**src/rtl/fwd_hazard_ctrl_if.sv**
```systemverilog
// Bundle between ID-stage control and the forwarding/hazard unit.
// The FWD_ID_BYPASS_EN build adds the ID write-through bypass selects.
interface fwd_hazard_ctrl_if #(
    parameter int REG_ADDR_W = 5
);
    logic [REG_ADDR_W-1:0] id_rs1_i;
    logic [REG_ADDR_W-1:0] id_rs2_i;
    logic [REG_ADDR_W-1:0] id_rd_i;
    logic                  id_regwrite_i;
    logic                  id_memread_i;
    logic                  flush_i;
    logic [1:0]            fwd_a_o;
    logic [1:0]            fwd_b_o;
    logic                  stall_o;
    logic [REG_ADDR_W-1:0] ex_rd_o;

`ifdef FWD_ID_BYPASS_EN
    logic                  id_byp_a_o;
    logic                  id_byp_b_o;

    modport master (
        output id_rs1_i, id_rs2_i, id_rd_i, id_regwrite_i, id_memread_i, flush_i,
        input  fwd_a_o, fwd_b_o, stall_o, ex_rd_o, id_byp_a_o, id_byp_b_o
    );
    modport slave (
        input  id_rs1_i, id_rs2_i, id_rd_i, id_regwrite_i, id_memread_i, flush_i,
        output fwd_a_o, fwd_b_o, stall_o, ex_rd_o, id_byp_a_o, id_byp_b_o
    );
`else
    modport master (
        output id_rs1_i, id_rs2_i, id_rd_i, id_regwrite_i, id_memread_i, flush_i,
        input  fwd_a_o, fwd_b_o, stall_o, ex_rd_o
    );
    modport slave (
        input  id_rs1_i, id_rs2_i, id_rd_i, id_regwrite_i, id_memread_i, flush_i,
        output fwd_a_o, fwd_b_o, stall_o, ex_rd_o
    );
`endif
endinterface

```
**src/rtl/fwd_hazard_ctrl.sv**
```systemverilog
// EX-stage operand forwarding selects and load-use stall for the 5-stage pipeline.
// Define FWD_ID_BYPASS_EN to also drive the ID register-file write-through bypass.
module fwd_hazard_ctrl #(
    parameter int REG_ADDR_W   = 5,
    parameter int X0_HARDWIRED = 1
) (
    input  logic             clk_i,
    input  logic             rst_i,
    fwd_hazard_ctrl_if.slave bus
);
    typedef logic [REG_ADDR_W-1:0] reg_t;

    reg_t ex_rs1;
    reg_t ex_rs2;
    reg_t ex_rd;
    logic ex_regwrite;
    logic ex_memread;
    reg_t mem_rd;
    logic mem_regwrite;
    reg_t wb_rd;
    logic wb_regwrite;
    logic bubble;

    // A write to x0 is architecturally discarded, so it must not look like a producer.
    function automatic logic live(input reg_t rd);
        return (X0_HARDWIRED == 0) || (rd != '0);
    endfunction

    function automatic logic [1:0] select(input reg_t src, input reg_t mrd, input logic mrw,
                                          input reg_t wrd, input logic wrw);
        if (mrw && live(mrd) && (mrd == src)) begin
            return 2'b10;
        end else if (wrw && live(wrd) && (wrd == src)) begin
            return 2'b01;
        end
        return 2'b00;
    endfunction

    always_comb begin
        bus.fwd_a_o = select(ex_rs1, mem_rd, mem_regwrite, wb_rd, wb_regwrite);
        bus.fwd_b_o = select(ex_rs2, mem_rd, mem_regwrite, wb_rd, wb_regwrite);
        bus.stall_o = ex_memread && live(ex_rd) &&
                      ((ex_rd == bus.id_rs1_i) || (ex_rd == bus.id_rs2_i));
        bus.ex_rd_o = ex_rd;
    end

`ifdef FWD_ID_BYPASS_EN
    always_comb begin
        bus.id_byp_a_o = wb_regwrite && live(wb_rd) && (wb_rd == bus.id_rs1_i);
        bus.id_byp_b_o = wb_regwrite && live(wb_rd) && (wb_rd == bus.id_rs2_i);
    end
`endif

    // Stall and flush both collapse to one bubble; the squashed instruction never reaches EX.
    assign bubble = bus.stall_o || bus.flush_i;

    always_ff @(posedge clk_i or posedge rst_i) begin
        if (rst_i) begin
            ex_rs1       <= '0;
            ex_rs2       <= '0;
            ex_rd        <= '0;
            ex_regwrite  <= 1'b0;
            ex_memread   <= 1'b0;
            mem_rd       <= '0;
            mem_regwrite <= 1'b0;
            wb_rd        <= '0;
            wb_regwrite  <= 1'b0;
        end else begin
            if (bubble) begin
                ex_rs1      <= '0;
                ex_rs2      <= '0;
                ex_rd       <= '0;
                ex_regwrite <= 1'b0;
                ex_memread  <= 1'b0;
            end else begin
                ex_rs1      <= bus.id_rs1_i;
                ex_rs2      <= bus.id_rs2_i;
                ex_rd       <= bus.id_rd_i;
                ex_regwrite <= bus.id_regwrite_i;
                ex_memread  <= bus.id_memread_i;
            end
            mem_rd       <= ex_rd;
            mem_regwrite <= ex_regwrite;
            wb_rd        <= mem_rd;
            wb_regwrite  <= mem_regwrite;
        end
    end
endmodule

```
**src/flat_wrapper.sv**
```systemverilog
// flat-port wrapper written by rule: the top's interface ports become plain ports
module fwd_hazard_ctrl_flat 
#(
    parameter int REG_ADDR_W   = 5,
    parameter int X0_HARDWIRED = 1
)
  (clk_i, rst_i, bus_id_rs1_i, bus_id_rs2_i, bus_id_rd_i, bus_id_regwrite_i, bus_id_memread_i, bus_flush_i, bus_fwd_a_o, bus_fwd_b_o, bus_stall_o, bus_ex_rd_o);
  fwd_hazard_ctrl_if #(.REG_ADDR_W(REG_ADDR_W)) bus_i ();
  input  logic clk_i;
  input  logic rst_i;
  input wire logic [$bits(bus_i.id_rs1_i)-1:0] bus_id_rs1_i;
  input wire logic [$bits(bus_i.id_rs2_i)-1:0] bus_id_rs2_i;
  input wire logic [$bits(bus_i.id_rd_i)-1:0] bus_id_rd_i;
  input wire logic [$bits(bus_i.id_regwrite_i)-1:0] bus_id_regwrite_i;
  input wire logic [$bits(bus_i.id_memread_i)-1:0] bus_id_memread_i;
  input wire logic [$bits(bus_i.flush_i)-1:0] bus_flush_i;
  output wire logic [$bits(bus_i.fwd_a_o)-1:0] bus_fwd_a_o;
  output wire logic [$bits(bus_i.fwd_b_o)-1:0] bus_fwd_b_o;
  output wire logic [$bits(bus_i.stall_o)-1:0] bus_stall_o;
  output wire logic [$bits(bus_i.ex_rd_o)-1:0] bus_ex_rd_o;
  assign bus_i.id_rs1_i = bus_id_rs1_i;
  assign bus_i.id_rs2_i = bus_id_rs2_i;
  assign bus_i.id_rd_i = bus_id_rd_i;
  assign bus_i.id_regwrite_i = bus_id_regwrite_i;
  assign bus_i.id_memread_i = bus_id_memread_i;
  assign bus_i.flush_i = bus_flush_i;
  assign bus_fwd_a_o = bus_i.fwd_a_o;
  assign bus_fwd_b_o = bus_i.fwd_b_o;
  assign bus_stall_o = bus_i.stall_o;
  assign bus_ex_rd_o = bus_i.ex_rd_o;
  fwd_hazard_ctrl #(.REG_ADDR_W(REG_ADDR_W), .X0_HARDWIRED(X0_HARDWIRED)) u_core (.clk_i(clk_i), .rst_i(rst_i), .bus(bus_i));
endmodule
```
**config.mk**
```make
export PLATFORM = sky130hd
export DESIGN_NAME = fwd_hazard_ctrl_flat
export DESIGN_NICKNAME = d
export VERILOG_FILES = /design/src/rtl/fwd_hazard_ctrl_if.sv /design/src/rtl/fwd_hazard_ctrl.sv /design/src/flat_wrapper.sv
export SDC_FILE = /design/constraint.sdc
export NUM_CORES = 1
export LEC_CHECK = 0
export CAP_MARGIN = 15
export CORE_MARGIN = 2
export CORE_UTILIZATION = 23
export CTS_BUF_LIST = sky130_fd_sc_hd__clkbuf_8
export DETAILED_ROUTE_END_ITERATION = 7
export PLACE_DENSITY_LB_ADDON = 0.08
export REMOVE_ABC_BUFFERS = 1
export SLEW_MARGIN = 25
export SYNTH_ARGS = -nofsm -noshare
export SYNTH_HDL_FRONTEND = slang
export SYNTH_SLANG_ARGS = --single-unit
```
**constraint.sdc**
```tcl
create_clock -name clk_i -period 2.1 [get_ports clk_i]
set_input_delay 0.525 -clock clk_i [delete_from_list [all_inputs] [get_ports clk_i]]
set_output_delay 0.525 -clock clk_i [all_outputs]
set_load 0.05 [all_outputs]
```
==> impl_metrics.env <==
export IMPL_outcome="finished with violations"
export IMPL_violations="negative setup slack"
export IMPL_drc=0
export IMPL_drt_iter0_drc=50
export IMPL_ys_seq_area_share_pct=51.8
export IMPL_synth_top_family_by_area="XOR/XNOR gates"
export IMPL_synth_adder_area_share_pct=0
export IMPL_rrSetupSlack_ns=0.40
export IMPL_cts_buffer_depth=2
export IMPL_crit_required_ns=1.57
export IMPL_yosysUniqueCellTypes=20
export IMPL_cts_buffers=5
export IMPL_clk_pin_slew_ns=0.06
export IMPL_nNetsFinal=190
export IMPL_r2r_end="u_core.ex_rs1[0]$_DFF_PP0_"
export IMPL_vias_per_cell=4.15
export IMPL_fin_ws_ns=-0.343
export IMPL_firstDrtPassIters=2
export IMPL_antenna_found_initial=0
export IMPL_num_rows=28
export IMPL_die_w_um=82.1
export IMPL_post_route_period_util_pct=116
export IMPL_postCtsHoldBufs=0
export IMPL_routed_wl_um=3420
export IMPL_first_global_vias=1133
export IMPL_slew_viol_final=0
export IMPL_overflow=0
export IMPL_fp_dieH_um=82.1
export IMPL_cts_tree="yes"
export IMPL_syn_avg_cell_area_sq_um=11.9
export IMPL_syn_inst=118
export IMPL_clock_skew_ns=0.00123
export IMPL_die_area_sq_mm=0.00673
export IMPL_hold_viol_final=0
export IMPL_crit_fanout=3
export IMPL_core_area_sq_mm=0.00592
export IMPL_placed_area_sq_mm=0.00192
export IMPL_seq_area_sq_um=727
export IMPL_numClockSinks=29
export IMPL_min_from="u_core.ex_regwrite$_DFF_PP0_"
export IMPL_hold_depth=0
export IMPL_hpwl_um=2490
export IMPL_grtUsageTotal_pct=11.8
export IMPL_fmax_mhz=409
export IMPL_maxCapViolations=0
export IMPL_slowest_stage="or4_4"
export IMPL_hold_path_class="reg -> reg"
export IMPL_irDropWorstVdd_mv=0.220
export IMPL_io_pins=30
export IMPL_grt_max_degree=30
export IMPL_start_util_pct=23.7
export IMPL_min_to="u_core.mem_regwrite$_DFF_PP0_"
export IMPL_area_delta_synth_final_pct=52.0
export IMPL_cp_start_kind="flop"
export IMPL_n_fill_cell=600
export IMPL_synthSimpleGateAreaFrac_pct=15.4
export IMPL_r2r_start="u_core.bus.ex_rd_o[4]$_DFF_PP0_"
export IMPL_path_cells="or4_1, o21ai_2, or4_4, nor4_4, buf_12"
export IMPL_power_uw=1330
export IMPL_rsz0062_at_grt="yes"
export IMPL_synth_compound_area_share_pct=10.9
export IMPL_power_density_mw_per_mm2=623
export IMPL_drive_above_1_share_pct=37.4
export IMPL_reg2reg_depth=5
export IMPL_leakage_uw=0.000943
export IMPL_place_congestion=0.762
export IMPL_ys_seq_elements=29
export IMPL_relSlewSlack_pct=66.9
export IMPL_antennaDiodeCount=0
export IMPL_final_cell_mix="dfrtp_1, buf_4, nand2b_1, xnor2_1, xor2_1"
export IMPL_end_kind="primary output"
export IMPL_muxShareOfSynthArea_pct=0
export IMPL_grt_pass1_wl_um=5710
export IMPL_period_minus_slack_ns=2.44
export IMPL_multi_input_area_sq_um=753
export IMPL_critical_path_class="reg -> out"
export IMPL_h_tree_depth=2
export IMPL_setup_viol=5
export IMPL_final_antenna_net_count=0
export IMPL_tightestPinTransition_ns=0.494
export IMPL_io_buffers=29
export IMPL_clock_latency_ns=0.27
export IMPL_syn_area_sq_mm=0.00140
export IMPL_yosysWarnings=0
export IMPL_vias=1021
export IMPL_final_common_cell="dfrtp_1"
export IMPL_synth_xor_area_share_pct=18.8
export IMPL_wl_per_cell_um=13.9
export IMPL_cts_root_buf="clkbuf_8"
export IMPL_worst_ep_arrival_time_ns=1.92
export IMPL_slowest_delay_ns=0.55
export IMPL_finalInstanceArea_sq_mm=0.00213
==> cells in the mapped netlist, drive strengths merged <==
cell	number	area share, %
and2	1	0.54
clkbuf	1	0.27
or4	5	2.7
xnor2	16	10
nand3	4	1.4
o22ai	1	0.89
o21a	1	0.54
nand2	2	0.54
o21ai	2	0.71
inv	1	0.27
dfrtp	29	52
nand2b	17	7.6
a21oi	17	8.7
xor2	14	8.8
buf	3	2.6
nor4	4	2.7
==> where the power goes <==
group	internal, uW	total, uW	switching, uW	leakage, uW
clock network	224	428	204	0.0000491
registers	589	617	27.9	0.000373
logic	134	281	147	0.000521
==> flip-flops by register name, summed over array words and instances (netlist names) <==
register             count
u_core.ex_rs1            5
u_core.wb_rd             5
u_core.ex_regwrite       1
u_core.ex_rs2            5
u_core.mem_rd            5
u_core.mem_regwrite      1
u_core.wb_regwrite       1
u_core.bus.ex_rd_o       5
u_core.ex_memread        1
==> worst max-delay path: cells and delay by family, from the launching register on <==
kind	cells	cell delay, ns
AOI/OAI and AO/OA	1	0.06
and+or+nand+nor	3	1.02
buffers and inverters	1	0.17
DFF	1	0.39
==> final cells by class <==
type,count,share of cell area [%]
Multi-Input combinational cell,84,35.4
Sequential cell,29,34.1
Timing Repair Buffer,49,22.0
Tap cell,75,4.41
Clock buffer,5,3.23
Clock inverter,3,0.646
Inverter,1,0.176
==> stage by stage <==
step	hold slack, ns	utilization [%]	TNS [ns]	cells	setup WS, ns
after CTS	0.356	35.1	-1.25	245	-0.370
after global routing	0.366	36.0	-1.58	246	-0.425
after floorplan	0.331	-	-4.29	114	-1.21
after global placement	0.333	32.4	-0.562	236	-0.249
after detailed placement	0.342	32.4	-0.579	236	-0.249
final	0.350	36.0	-1.20	246	-0.343
==> cells by family after synthesis <==
family / Yosys count
AO/OA/AOI/OAI: 21
XOR/XNOR: 30
buffers and inverters: 5
flip-flops: 29
AND/OR/NAND/NOR: 33
==> layer usage <==
layer	wire, um	vias to the layer above	global-route usage (%)
met5	0	-	0
met4	52	0	5.00
met3	146	7	2.86
met2	1900	25	21.7
met1	1320	487	12.7
li1	-	502	-
==> worst max-delay path by stage <==
stage,from,end,slack (ns),depth (start not counted)
finish,u_core.wb_rd[4]$_DFF_PP0_,bus_fwd_a_o[0],-0.34,5
global route,u_core.wb_rd[4]$_DFF_PP0_,bus_fwd_a_o[0],-0.42,5
CTS,u_core.wb_rd[4]$_DFF_PP0_,bus_fwd_a_o[0],-0.37,5
detailed placement,bus_id_rs2_i[0],bus_stall_o,-0.25,6
global placement,bus_id_rs2_i[4],bus_stall_o,-0.25,6
floorplan,u_core.mem_rd[0]$_DFF_PP0_,bus_fwd_a_o[0],-1.21,4
==> what timing repair did <==
item / in CTS / in global routing
gates resized for setup: 23 / 7
buffers inserted: 1 / 2
endpoints found under the hold margin: 0 / 0
endpoints found under the setup margin: 5 / 5
pin swaps: 15 / 3
Note: power is estimated with default switching activity, not from simulation.
